File: src/rtl/math_int_pkg.sv
// Shared types and constants for the iterative multiply/divide unit.
package math_int_pkg;

  typedef enum logic [1:0] {
    IDLE = 2'd0,
    CALC = 2'd1,
    FIX  = 2'd2,
    DONE = 2'd3
  } state_t;

  // Special-case results; callers slice these to their operand width.
  localparam logic [63:0] DIV0_LO = '1;
  localparam logic [63:0] OVF_HI  = '0;

endpackage

File: src/rtl/math_int_negate.sv
// Conditional two's-complement negate, used for operand magnitudes and sign fix-up.
module math_int_negate #(
  parameter int W = 8
) (
  input  logic [W-1:0] i_val,
  input  logic         i_neg,
  output logic [W-1:0] o_val
);

  assign o_val = i_neg ? (~i_val + W'(1)) : i_val;

endmodule

File: src/rtl/math_int_iter.sv
// Bit-serial multiply (shift-add) and restoring divide with signed/unsigned operands.
// Handshake: a transfer happens on an edge where valid and ready are both 1; o_valid holds until i_ready.
module math_int_iter
  import math_int_pkg::*;
#(
  parameter int WIDTH = 32,
  parameter int CNT_W = $clog2(WIDTH) + 1
) (
  input  logic             i_clk,
  input  logic             i_reset_n,
  input  logic             i_valid,
  output logic             o_ready,
  input  logic             i_is_div,
  input  logic             i_op1_signed,
  input  logic             i_op2_signed,
  input  logic [WIDTH-1:0] i_op1,
  input  logic [WIDTH-1:0] i_op2,
  input  logic             i_flush,
  output logic             o_valid,
  input  logic             i_ready,
  output logic [WIDTH-1:0] o_lo,
  output logic [WIDTH-1:0] o_hi,
  output logic [1:0]       o_state
);

  localparam logic [WIDTH-1:0] MOST_NEG = {1'b1, {(WIDTH-1){1'b0}}};

  state_t             state_q;
  logic [CNT_W-1:0]   cnt_q;
  logic               is_div_q, neg_res_q, neg_rem_q;
  logic [WIDTH:0]     hi_q;
  logic [WIDTH-1:0]   lo_q;
  logic [WIDTH:0]     opb_q;
  logic               o_valid_q;
  logic [WIDTH-1:0]   o_lo_q, o_hi_q;

  logic               sign1, sign2, div0, ovf;
  logic [WIDTH:0]     mag1, mag2;
  logic [WIDTH:0]     mul_sum;
  logic [WIDTH:0]     mul_hi_d;
  logic [WIDTH-1:0]   mul_lo_d;
  logic [WIDTH:0]     div_shift;
  logic [WIDTH+1:0]   div_diff;
  logic [WIDTH:0]     div_rem_d;
  logic [WIDTH-1:0]   div_quo_d;
  logic [2*WIDTH-1:0] prod_fix;
  logic [WIDTH-1:0]   quo_fix, rem_fix;

  assign sign1 = i_op1_signed & i_op1[WIDTH-1];
  assign sign2 = i_op2_signed & i_op2[WIDTH-1];
  assign div0  = i_is_div & (i_op2 == '0);
  assign ovf   = i_is_div & i_op1_signed & i_op2_signed & (i_op1 == MOST_NEG) & (&i_op2);

  // Magnitudes are one bit wider so the most-negative operand stays representable.
  math_int_negate #(.W(WIDTH+1)) u_abs1 (.i_val({sign1, i_op1}), .i_neg(sign1), .o_val(mag1));
  math_int_negate #(.W(WIDTH+1)) u_abs2 (.i_val({sign2, i_op2}), .i_neg(sign2), .o_val(mag2));

  math_int_negate #(.W(2*WIDTH)) u_fix_p (.i_val({hi_q[WIDTH-1:0], lo_q}), .i_neg(neg_res_q), .o_val(prod_fix));
  math_int_negate #(.W(WIDTH))   u_fix_q (.i_val(lo_q), .i_neg(neg_res_q), .o_val(quo_fix));
  math_int_negate #(.W(WIDTH))   u_fix_r (.i_val(hi_q[WIDTH-1:0]), .i_neg(neg_rem_q), .o_val(rem_fix));

  always_comb begin
    mul_sum   = hi_q + (lo_q[0] ? opb_q : '0);
    mul_hi_d  = {1'b0, mul_sum[WIDTH:1]};
    mul_lo_d  = {mul_sum[0], lo_q[WIDTH-1:1]};
    div_shift = {hi_q[WIDTH-1:0], lo_q[WIDTH-1]};
    div_diff  = {1'b0, div_shift} - {1'b0, opb_q};
    div_rem_d = div_diff[WIDTH+1] ? div_shift : div_diff[WIDTH:0];
    div_quo_d = {lo_q[WIDTH-2:0], ~div_diff[WIDTH+1]};
  end

  always_ff @(posedge i_clk) begin
    if (!i_reset_n) begin
      state_q   <= IDLE;
      cnt_q     <= '0;
      is_div_q  <= 1'b0;
      neg_res_q <= 1'b0;
      neg_rem_q <= 1'b0;
      hi_q      <= '0;
      lo_q      <= '0;
      opb_q     <= '0;
      o_valid_q <= 1'b0;
      o_lo_q    <= '0;
      o_hi_q    <= '0;
    end else if (i_flush) begin
      state_q   <= IDLE;
      cnt_q     <= '0;
      o_valid_q <= 1'b0;
      o_lo_q    <= '0;
      o_hi_q    <= '0;
    end else begin
      case (state_q)
        IDLE: begin
          if (i_valid) begin
            if (div0) begin
              o_lo_q    <= DIV0_LO[WIDTH-1:0];
              o_hi_q    <= i_op1;
              o_valid_q <= 1'b1;
              state_q   <= DONE;
            end else if (ovf) begin
              o_lo_q    <= i_op1;
              o_hi_q    <= OVF_HI[WIDTH-1:0];
              o_valid_q <= 1'b1;
              state_q   <= DONE;
            end else begin
              is_div_q  <= i_is_div;
              neg_res_q <= sign1 ^ sign2;
              neg_rem_q <= sign1;
              cnt_q     <= CNT_W'(WIDTH);
              hi_q      <= '0;
              lo_q      <= i_is_div ? mag1[WIDTH-1:0] : mag2[WIDTH-1:0];
              opb_q     <= i_is_div ? mag2 : mag1;
              state_q   <= CALC;
            end
          end
        end
        CALC: begin
          if (cnt_q != '0) begin
            cnt_q <= cnt_q - CNT_W'(1);
            hi_q  <= is_div_q ? div_rem_d : mul_hi_d;
            lo_q  <= is_div_q ? div_quo_d : mul_lo_d;
          end else begin
            state_q <= FIX;
          end
        end
        FIX: begin
          o_lo_q    <= is_div_q ? quo_fix : prod_fix[WIDTH-1:0];
          o_hi_q    <= is_div_q ? rem_fix : prod_fix[2*WIDTH-1:WIDTH];
          o_valid_q <= 1'b1;
          state_q   <= DONE;
        end
        DONE: begin
          if (i_ready) begin
            o_valid_q <= 1'b0;
            o_lo_q    <= '0;
            o_hi_q    <= '0;
            state_q   <= IDLE;
          end
        end
        default: state_q <= IDLE;
      endcase
    end
  end

  assign o_ready = (state_q == IDLE);
  assign o_valid = o_valid_q;
  assign o_lo    = o_lo_q;
  assign o_hi    = o_hi_q;
  assign o_state = state_q;

endmodule

File: config.mk
export PLATFORM = sky130hd
export DESIGN_NAME = math_int_iter
export DESIGN_NICKNAME = d
export VERILOG_FILES = /design/src/rtl/math_int_pkg.sv /design/src/rtl/math_int_negate.sv /design/src/rtl/math_int_iter.sv
export SDC_FILE = /design/constraint.sdc
export NUM_CORES = 1
export LEC_CHECK = 0
export ABC_AREA = 1
export CELL_PAD_IN_SITES_DETAIL_PLACEMENT = 1
export CELL_PAD_IN_SITES_GLOBAL_PLACEMENT = 2
export CORE_UTILIZATION = 31
export DETAILED_ROUTE_END_ITERATION = 12
export MAX_ROUTING_LAYER = met4
export PLACE_DENSITY = 0.92
export SLEW_MARGIN = 0
export SYNTH_ARGS = -nofsm -noshare
export SYNTH_HDL_FRONTEND = slang
export SYNTH_SLANG_ARGS = --single-unit
File: constraint.sdc
create_clock -name i_clk -period 3.55 [get_ports i_clk]
set_clock_uncertainty 0.1 [all_clocks]
set_input_delay 0.71 -clock i_clk [delete_from_list [all_inputs] [get_ports i_clk]]
set_output_delay 0.71 -clock i_clk [all_outputs]
set_load 0.1 [all_outputs]
# == Word-level counts from Yosys, hierarchy flattened ==
# Index checks and enable logic that the tools add are counted.
# classes
n_bitwise,18
add_sub_neg,8
n_eq_ne,11
mux,48
n_reduce_logical,12
# op_table
operator,count
$mux 32,17
$mux 33,10
$pmux 32 s3,2
$add 33x1->33 const B,2
$not 33->33,2
$pmux 33 s2,1
$add 32x1->32 const B,2
$add 64x1->64 const B,1
$mux 64,1
$not 32->32,2
$not 64->64,1
$pmux 32 s2,1
$sub 33x33->34,1
$add 33x33->33,1
$eq 32x32->1 const B,1
$logic_not 32->1,1
$reduce_and 32->1,1
$mux 6,4
$ne 2x2->1 const B,6
$pmux 6 s2,1
$mux 2,5
$reduce_and 5->1,2
$pmux 2 s4,1
$and 1x1->1,7
other kinds (16),24
# word_totals
word_cells,108
output_inout_bits,68
regBits,174

# == Longest topological paths before layout ==
# Gate-level depths: netlist of the first run.
# depth
ltp_word,9
depth_mapped,20
mapped_depth_nobuf,18

# == Hierarchy ==
# A second synthesis of the first run with hierarchy kept.
# unflattened
cells_unflattened,4060
area_unflattened_um2,22183.8
# by_module_without_submodules
mod,cells_per_inst,n_inst,seq_area_each_um2,area_per_inst_um2
math_int_iter,2640,1,3483.3,15275.9
math_int_negate (u_fix_p),498,1,0.0,2466.1
math_int_negate (u_abs1 ...),234,2,0.0,1112.3
math_int_negate (u_fix_q ...),227,2,0.0,1108.6

# == Worst setup path before layout of the first run ==
# Ideal clock, no wire load.
# synth_timing
path_kind,flip-flop to flip-flop
startpoint,reg state_q[0] (netlist: o_state[0])
endpoint,reg o_lo_q[0] (netlist: o_lo[0])
stages_incl_launch_ff,13
required_time_ps,3376
slack_ps,338
arrival_ps,3038
path_cell_list,dfxtp_1 inv_1 ha_1 clkbuf_1 nand2_1 o21ai_0 nor2_1 nand2_4 clkinv_2 buf_6 buf_6 o21ai_1 a31oi_1
# synth_between
elab_chain_cells,3
word_cells_on_any_way,9
classes_between,5 x eq/ne; 1 x mux; 3 x reduce/logical
# synth_rtl
item,line,rtl
start: declaration,math_int_iter.sv:28,state_t state_q;
start signal: assignment,math_int_iter.sv:74,state_q <= IDLE;
start signal: assignment,math_int_iter.sv:86,state_q <= IDLE;
start signal: assignment,math_int_iter.sv:99,state_q <= DONE;
$logic_not 2->1 *,--,
net o_ready,math_int_iter.sv:12,"output logic o_ready,"
"$ne 3x1->1 (no line), or another cell as far along",--,
$reduce_and 4->1 (no line),--,
end signal: assignment,math_int_iter.sv:96,o_lo_q <= DIV0_LO[WIDTH-1:0];
end signal: assignment,math_int_iter.sv:101,o_lo_q <= i_op1;
end signal: assignment,math_int_iter.sv:127,o_lo_q <= is_div_q ? quo_fix : prod_fix[WIDTH-1:0];
end: declaration,math_int_iter.sv:35,"logic [WIDTH-1:0] o_lo_q, o_hi_q;"
# Mark *: on every way through the listed nets, which the timed path passes. The rest lies on a longest branch.
# A chain may end at the register's enable or synchronous reset.

# == Worst setup path after layout of the first run ==
# layout_timing
startpoint,reg lo_q[0]
endpoint,reg hi_q[29]
# layout_between
elab_chain_cells,5
# layout_rtl
item,line,rtl
start: declaration,math_int_iter.sv:32,logic [WIDTH-1:0] lo_q;
start signal: assignment,math_int_iter.sv:111,lo_q <= i_is_div ? mag1[WIDTH-1:0] : mag2[WIDTH-1:0];
start signal: assignment,math_int_iter.sv:121,lo_q <= is_div_q ? div_quo_d : mul_lo_d;
$mux 33,math_int_iter.sv:63,mul_sum = hi_q + (lo_q[0] ? opb_q : '0);
$add 33x33->33,math_int_iter.sv:63,
$mux 33,math_int_iter.sv:120,hi_q <= is_div_q ? div_rem_d : mul_hi_d;
$mux 33,math_int_iter.sv:118,if (cnt_q != '0) begin
$pmux 33 s2,math_int_iter.sv:92,case (state_q)
end signal: assignment,math_int_iter.sv:120,
end: declaration,math_int_iter.sv:31,logic [WIDTH:0] hi_q;
# Every way passes these cells. The select of a mux whose other input is x is not followed.

==> metrics, run 1 <==
status=finished, final reports clean; clock root buffer=clkbuf_16; Final TNS setup=0 ns; Initial Utilization=31.5%; Setup CP Type=reg -> reg; Pwr Density=320 nW/um^2; Total GRT Usage=32.5%; CP max FO=10; initial antenna violation count=2; Synth Register Bits=174; min cycle time layout=3.33 ns; Die Span Y=244 um; area of the multi-input gates=12,600 um^2; Fin. Hold Viols=0; Final setup viols=0; Avg Vias per Cell=5.58; Site Rows=88; synthesized area=18,200 um^2; clk slew on worst S/H paths=0.08 ns; unrepaired setup endpoints after global routing=no; IO Pins=140; CTS tree=built; placed cells=4,231; share of cells above drive strength 1=7.95%; syn avg cell area=5.52 um^2; Worst path slowest cell=dfxtp_2; Seq/Total Area, Yosys=19.1%; gpl congestion=1.03; leading cell types in the layout, fill and taps excluded=nand2_1, inv_1, nor2_1; grt total ovfl=0; number of library cell types mapped by synthesis=47; Bufs and invs on worst path=3; crit path cell chain=nand2_1 -> inv_1 -> ha_1 -> inv_1 -> fa_1 -> inv_1 -> nand3_1 -> nand3_1 -> nand2_1 -> nand2_1 -> nand2_1 -> nand2_1 -> nand3_1 -> nand3_1 -> nand3_1 -> nand3_1 -> a21oi_1; post-synth top area share=19.1%; # hold bufs at CTS=0; path type of the worst min-delay path=reg -> reg; Worst setup EP type=flip-flop; DP HPWL=78.4 mm; Slew HR=32.4%; worst r2r path cells=17; post-route ant nets=0; Total Wirelength=96.0 mm; Max Buffers Root-to-Sink=2; ys async rst share=0%; Max Slew Vio Count=0; critical path launch point type=flip-flop; largest net degree at the start of global routing=79; total of fill cells in the finished design=8,025; PnR Total Power=6.97 mW; Critical Path Stages=17; DR iter-0 viols=2,267; max cap viols=0; routed via count=23,789; synth warn=0; Final nets=3,635; area added between synthesis and finish=19.4%; Syn Inst Count=3,303; Final period util=93.7%; FMAX=0.301 GHz; first-pass GRT wire length=143 mm; CTS Buf Count=17; drt first pass iters=5; crit-path leading delay family=simple AND/OR/NAND/NOR gates; vias in the first global route=23,142; Chip Width=244 um; fin cells=4,264; Critical Path Max Stage Delay=0.46 ns; wire per inst=22.5 um; DRC viols=0; clock latency on the worst-skew pair=0.47 ns; Final Cell Area=21,800 um^2; critical path required time=3.78 ns; Post-Syn Nets=3,453; Post-synth EDFFs=0; hold depth=2; Worst VDD drop=379 uV; CORE AREA=57,900 um^2; Worst path most repeated cell=nand3_1; synth top area cells=dfxtp_1, nand2_1, nand3_1; FF/Latch Area=3490 um^2; Top FF cell, synth=dfxtp_1; clk sinks=174; Leak=10.4 nW; # H-tree levels=4; commonest non-fill, non-tap cell in the layout=nand2_1; Placed Instance Area=21,100 um^2; port bufs=139; Die ar.=59,700 um^2; post-synth top area cell=dfxtp_1; slew at the pin closest to its max-slew limit=1.01 ns; Fin Hold WS=0.391 ns; Worst Path Arrival=3.56 ns
[per-stage QoR]
stage	setup slack [ns]	utilization (%)
floorplan	0.338	-
global placement	-0.0480	36.5
detailed placement	-0.130	36.5
CTS	0.208	37.5
global route	0.106	37.6
finish	0.223	37.6
[worst reg2reg max path: stages, from the launching register on]
cell and delay (ns):
dfxtp_2 0.46, nand2_1 0.10, inv_1 0.07, ha_1 0.27, inv_1 0.09, fa_1 0.37, inv_1 0.24, nand3_1 0.11
nand3_1 0.28, nand2_1 0.12, nand2_1 0.13, nand2_1 0.07, nand2_1 0.17, nand3_1 0.12, nand3_1 0.10, nand3_1 0.17
nand3_1 0.16, a21oi_1 0.07
[where the power goes]
group          internal (mW)  total, mW  switching (mW)
combinational          0.745       2.66            1.91
clock                   1.21       2.15           0.940
sequential              2.05       2.16           0.113
[kinds of logic after synthesis]
family | count (synthesis) | synth area share (%)
and+or+nand+nor | 1760 | 41.1
muxes | 1 | 0.0549
AOI/OAI and AO/OA | 687 | 20.0
xor gates and xnor gates | 53 | 2.55
adders and majority gates | 78 | 5.44
buffers and inverters | 550 | 11.8
DFF | 174 | 19.1
[cells in the mapped netlist (10+ instances only)]
cell,number
o21ai_1,53
ha_1,76
nand4_1,50
inv_1,408
buf_2,29
nor2_1,379
clkbuf_1,69
o211ai_1,17
a21oi_1,290
xor2_1,50
nand2_1,863
nor3_1,56
nand3_1,339
nor2_2,13
o21ai_0,243
a31oi_1,40
or2_2,18
nand3b_1,21
buf_1,22
o22ai_1,10
o21bai_1,12
dfxtp_1,174
[metal layers]
metal	track usage (%)	wire [um]	vias up
met5	-	0	-
met4	11.9	3870	0
met3	5.19	7600	160
met2	49.4	42000	900
met1	43.1	42500	11545
li1	-	-	11184
[registers in the layout, indices dropped and copies added, names as in the netlist]
signal	count
o_hi	32
lo_q	32
hi_q	33
neg_res_q	1
o_valid	1
opb_q	33
cnt_q	6
is_div_q	1
o_lo	32
o_state	2
neg_rem_q	1
[timing repair]
item	CTS	global route
setup buffers	0	0
endpoints found under the setup margin	0	5
resized for setup	0	1
[final cells by class]
type / instances / area share [%]
diodes: 1 / 0.0115
clock buffers: 20 / 2.05
clock inverters: 12 / 0.840
inverters: 421 / 7.27
multi-input cells: 2579 / 57.9
flip-flops and latches: 174 / 16.0
well taps: 765 / 4.40
repair buffers: 292 / 11.5
[path summary, 6_finish.rpt]
check / slack, ns / startpoint / to
setup / recovery: 0.22 / lo_q[0]$_SDFFE_PN0P_ / hi_q[29]$_SDFFE_PN0P_
hold / removal: 0.39 / hi_q[32]$_SDFFE_PN0P_ / hi_q[32]$_SDFFE_PN0P_
setup reg to reg: 0.22 / lo_q[0]$_SDFFE_PN0P_ / hi_q[29]$_SDFFE_PN0P_
hold reg to reg: 0.39 / hi_q[32]$_SDFFE_PN0P_ / hi_q[32]$_SDFFE_PN0P_
Power figures use the tool's default switching activity.
==> inputs of run 2 (changes only) <==
--- a/config.mk
+++ b/config.mk
@@ -12,7 +12,9 @@
 export DETAILED_ROUTE_END_ITERATION = 12
 export MAX_ROUTING_LAYER = met4
 export PLACE_DENSITY = 0.92
+export SKIP_LAST_GASP = 1
 export SLEW_MARGIN = 0
 export SYNTH_ARGS = -nofsm -noshare
 export SYNTH_HDL_FRONTEND = slang
 export SYNTH_SLANG_ARGS = --single-unit
+export TNS_END_PERCENT = 30
==> results of run 2 <==
The final DEF is identical to that of run 1; final timing and power are the same.
==> inputs of run 3 (changes only) <==
--- a/config.mk
+++ b/config.mk
@@ -9,6 +9,7 @@
 export CELL_PAD_IN_SITES_DETAIL_PLACEMENT = 1
 export CELL_PAD_IN_SITES_GLOBAL_PLACEMENT = 2
 export CORE_UTILIZATION = 31
+export CTS_BUF_LIST = sky130_fd_sc_hd__clkbuf_16
 export DETAILED_ROUTE_END_ITERATION = 12
 export MAX_ROUTING_LAYER = met4
 export PLACE_DENSITY = 0.92
==> constraint.sdc (replaced) <==
create_clock -name i_clk -period 3.55 [get_ports i_clk]
set_clock_uncertainty 0.1 [all_clocks]
set_input_delay 0.5325 -clock i_clk [delete_from_list [all_inputs] [get_ports i_clk]]
set_output_delay 0.5325 -clock i_clk [all_outputs]
set_load 0.1 [all_outputs]
==> metrics, run 3 (synthesis gave the netlist of run 1 again) <==
area added between synthesis and finish=17.7%; Initial Utilization=31.5% (unchanged); total of fill cells in the finished design=8,059 (+0.42%); grt total ovfl=0 (unchanged); vias in the first global route=22,732 (-1.8%); post-route ant nets=0 (unchanged); DRC viols=0 (unchanged); Worst VDD drop=374 uV (-1.3%); gpl congestion=1.04 (+1.2%); CORE AREA=57,900 um^2 (unchanged); min cycle time layout=3.26 ns (-0.0658 ns); Final setup viols=0 (unchanged); Setup CP Type=reg -> reg; Critical Path Max Stage Delay=0.52 ns (+0.06 ns); GR Util met3=4.54% (-0.65 points); slew at the pin closest to its max-slew limit=1.04 ns (+0.0256 ns); Final TNS setup=0 ns (unchanged); critical path launch point type=flip-flop; Total Wirelength=95.4 mm (-0.64%); Total GRT Usage=32.3% (-0.22 points); CP Launch Point=lo_q[0]$_SDFFE_PN0P_; CP max FO=12 (+2); largest net degree at the start of global routing=64 (-19%); CTS tree=built; hold depth=2 (unchanged); Worst setup EP type=flip-flop; Pwr Density=312 nW/um^2 (-2.6%); routed via count=23,589 (-0.84%); worst r2r path cells=14 (-3); Die Span Y=244 um (unchanged); share of cells above drive strength 1=5.84% (-2.1 points); Die ar.=59,700 um^2 (unchanged); Bufs and invs on worst path=3 (unchanged); status=finished, final reports clean; Slew HR=30.7% (-1.7 points); Leak=10.1 nW (-2.9%); clock root buffer=clkbuf_16; # hold bufs at CTS=0 (unchanged); worst r2r dst=hi_q[5]$_SDFFE_PN0P_; initial antenna violation count=1 (-1); drt first pass iters=7 (+2); Top Usage Layer GRT=met2; max cap viols=0 (unchanged); Worst R2R Setup Slack=0.29 ns (+0.07 ns); Worst path slowest cell=dfxtp_2; Fin Hold WS=0.378 ns (-0.0126 ns); Max Slew Vio Count=0 (unchanged); Critical Path Stages=14 (-3); critical path required time=3.84 ns (+0.06 ns); top flop regs=hi_q: 33 flops, opb_q: 33 flops; Chip Width=244 um (unchanged); Final nets=3,596 (-1.1%); clk sinks=174 (unchanged); clock latency on the worst-skew pair=0.46 ns (about the same); leading cell types in the layout, fill and taps excluded=nand2_1, inv_1, nor2_1; crit path cell chain=nand2_1 -> inv_1 -> ha_1 -> inv_1 -> fa_1 -> inv_1 -> nand3_1 -> nand3_1 -> nand2_1 -> nand2_1 -> nor2_1 -> o21ai_0 -> nand3_1 -> a21oi_1; reg2reg start=lo_q[0]$_SDFFE_PN0P_; # H-tree levels=4 (unchanged); wire per inst=22.6 um (+0.30%); Site Rows=88 (unchanged); unrepaired setup endpoints after global routing=no; Setup Fix Bufs, Post-CTS=0 (unchanged); crit-path leading delay family=simple AND/OR/NAND/NOR gates; path type of the worst min-delay path=reg -> reg; commonest non-fill, non-tap cell in the layout=nand2_1; Worst Path Arrival=3.55 ns (about the same); port bufs=139 (unchanged); Avg Vias per Cell=5.58 (about the same); FMAX=0.307 GHz (+2.0%); IO Pins=140 (unchanged); end point of the critical path=hi_q[5]$_SDFFE_PN0P_; CTS Buf Count=17 (unchanged); Fin. Hold Viols=0 (unchanged); met2 usage=48.0% (-1.4 points); clk slew on worst S/H paths=0.07 ns (about the same); DP HPWL=77.5 mm (-1.1%); first-pass GRT wire length=142 mm (-0.79%); Final period util=91.9% (-1.9 points); grt met1 use=43.6% (+0.52 points); DR iter-0 viols=2,292 (+1.1%); Max Buffers Root-to-Sink=2 (unchanged)
run 3: layout make-up:
cell class	count	area, um^2	share of cell area, %
Tap cell	765	957	4.46
Sequential cell	174	3490	16.3
Multi-Input combinational cell	2579	12600	58.7
Inverter	421	1580	7.37
Clock inverter	14	121	0.566
Clock buffer	17	425	1.98
Timing Repair Buffer	253	2280	10.7
Antenna cell	1	2.50	0.0117
run 3: worst min path at each step:
| stage | to | start |
|---|---|---|
| 3_3_place_gp | hi_q[32]$_SDFFE_PN0P_ | hi_q[32]$_SDFFE_PN0P_ |
| 6_report | hi_q[32]$_SDFFE_PN0P_ | hi_q[32]$_SDFFE_PN0P_ |
| 3_5_place_dp | hi_q[32]$_SDFFE_PN0P_ | hi_q[32]$_SDFFE_PN0P_ |
| 5_1_grt | hi_q[32]$_SDFFE_PN0P_ | hi_q[32]$_SDFFE_PN0P_ |
| 4_1_cts | hi_q[32]$_SDFFE_PN0P_ | hi_q[32]$_SDFFE_PN0P_ |
| 2_1_floorplan | hi_q[32]$_SDFFE_PN0P_ | hi_q[32]$_SDFFE_PN0P_ |
run 3: layer usage:
metal | wire length, um | share of wire [%] | up-vias
met5 | 0 | 0 | -
met3 | 6990 | 7.3 | 175
met2 | 41200 | 43 | 892
met4 | 4080 | 4.3 | 0
met1 | 43100 | 45 | 11409
li1 | - | - | 11113
run 3: repair_timing:
action                                  4_1_cts  5_1_grt
gates resized for setup                       0        1
endpoints found under the hold margin         0        0
endpoints found under the setup margin        0        3
run 3: through the flow:
stage	utilization (%)	cell area, um^2	std cells	worst slack (ns)	power [mW]
3_5_place_dp	36.1	20900	4192	0.0820	4.75
5_1_grt	37.0	21500	4224	0.163	6.97
4_1_cts	37.0	21400	4223	0.177	6.62
2_1_floorplan	-	18200	3303	0.338	3.79
6_report	37.0	21500	4224	0.289	6.69
3_3_place_gp	36.1	20900	4192	0.0474	4.72
run 3: report_power, final:
group,switching [mW],internal (mW)
Sequential,0.122,2.05
Combinational,1.90,0.721
Clock,0.935,0.963
Total,2.96,3.74
run 3: worst reg2reg max path, delay by kind of cell (launching register included):
kind / cells / cell delay [ns]
AOI/OAI and AO/OA: 2 / 0.69
DFF: 1 / 0.52
buffers and inverters: 3 / 0.32
adders and majority gates: 2 / 0.62
and+or+nand+nor: 7 / 0.94
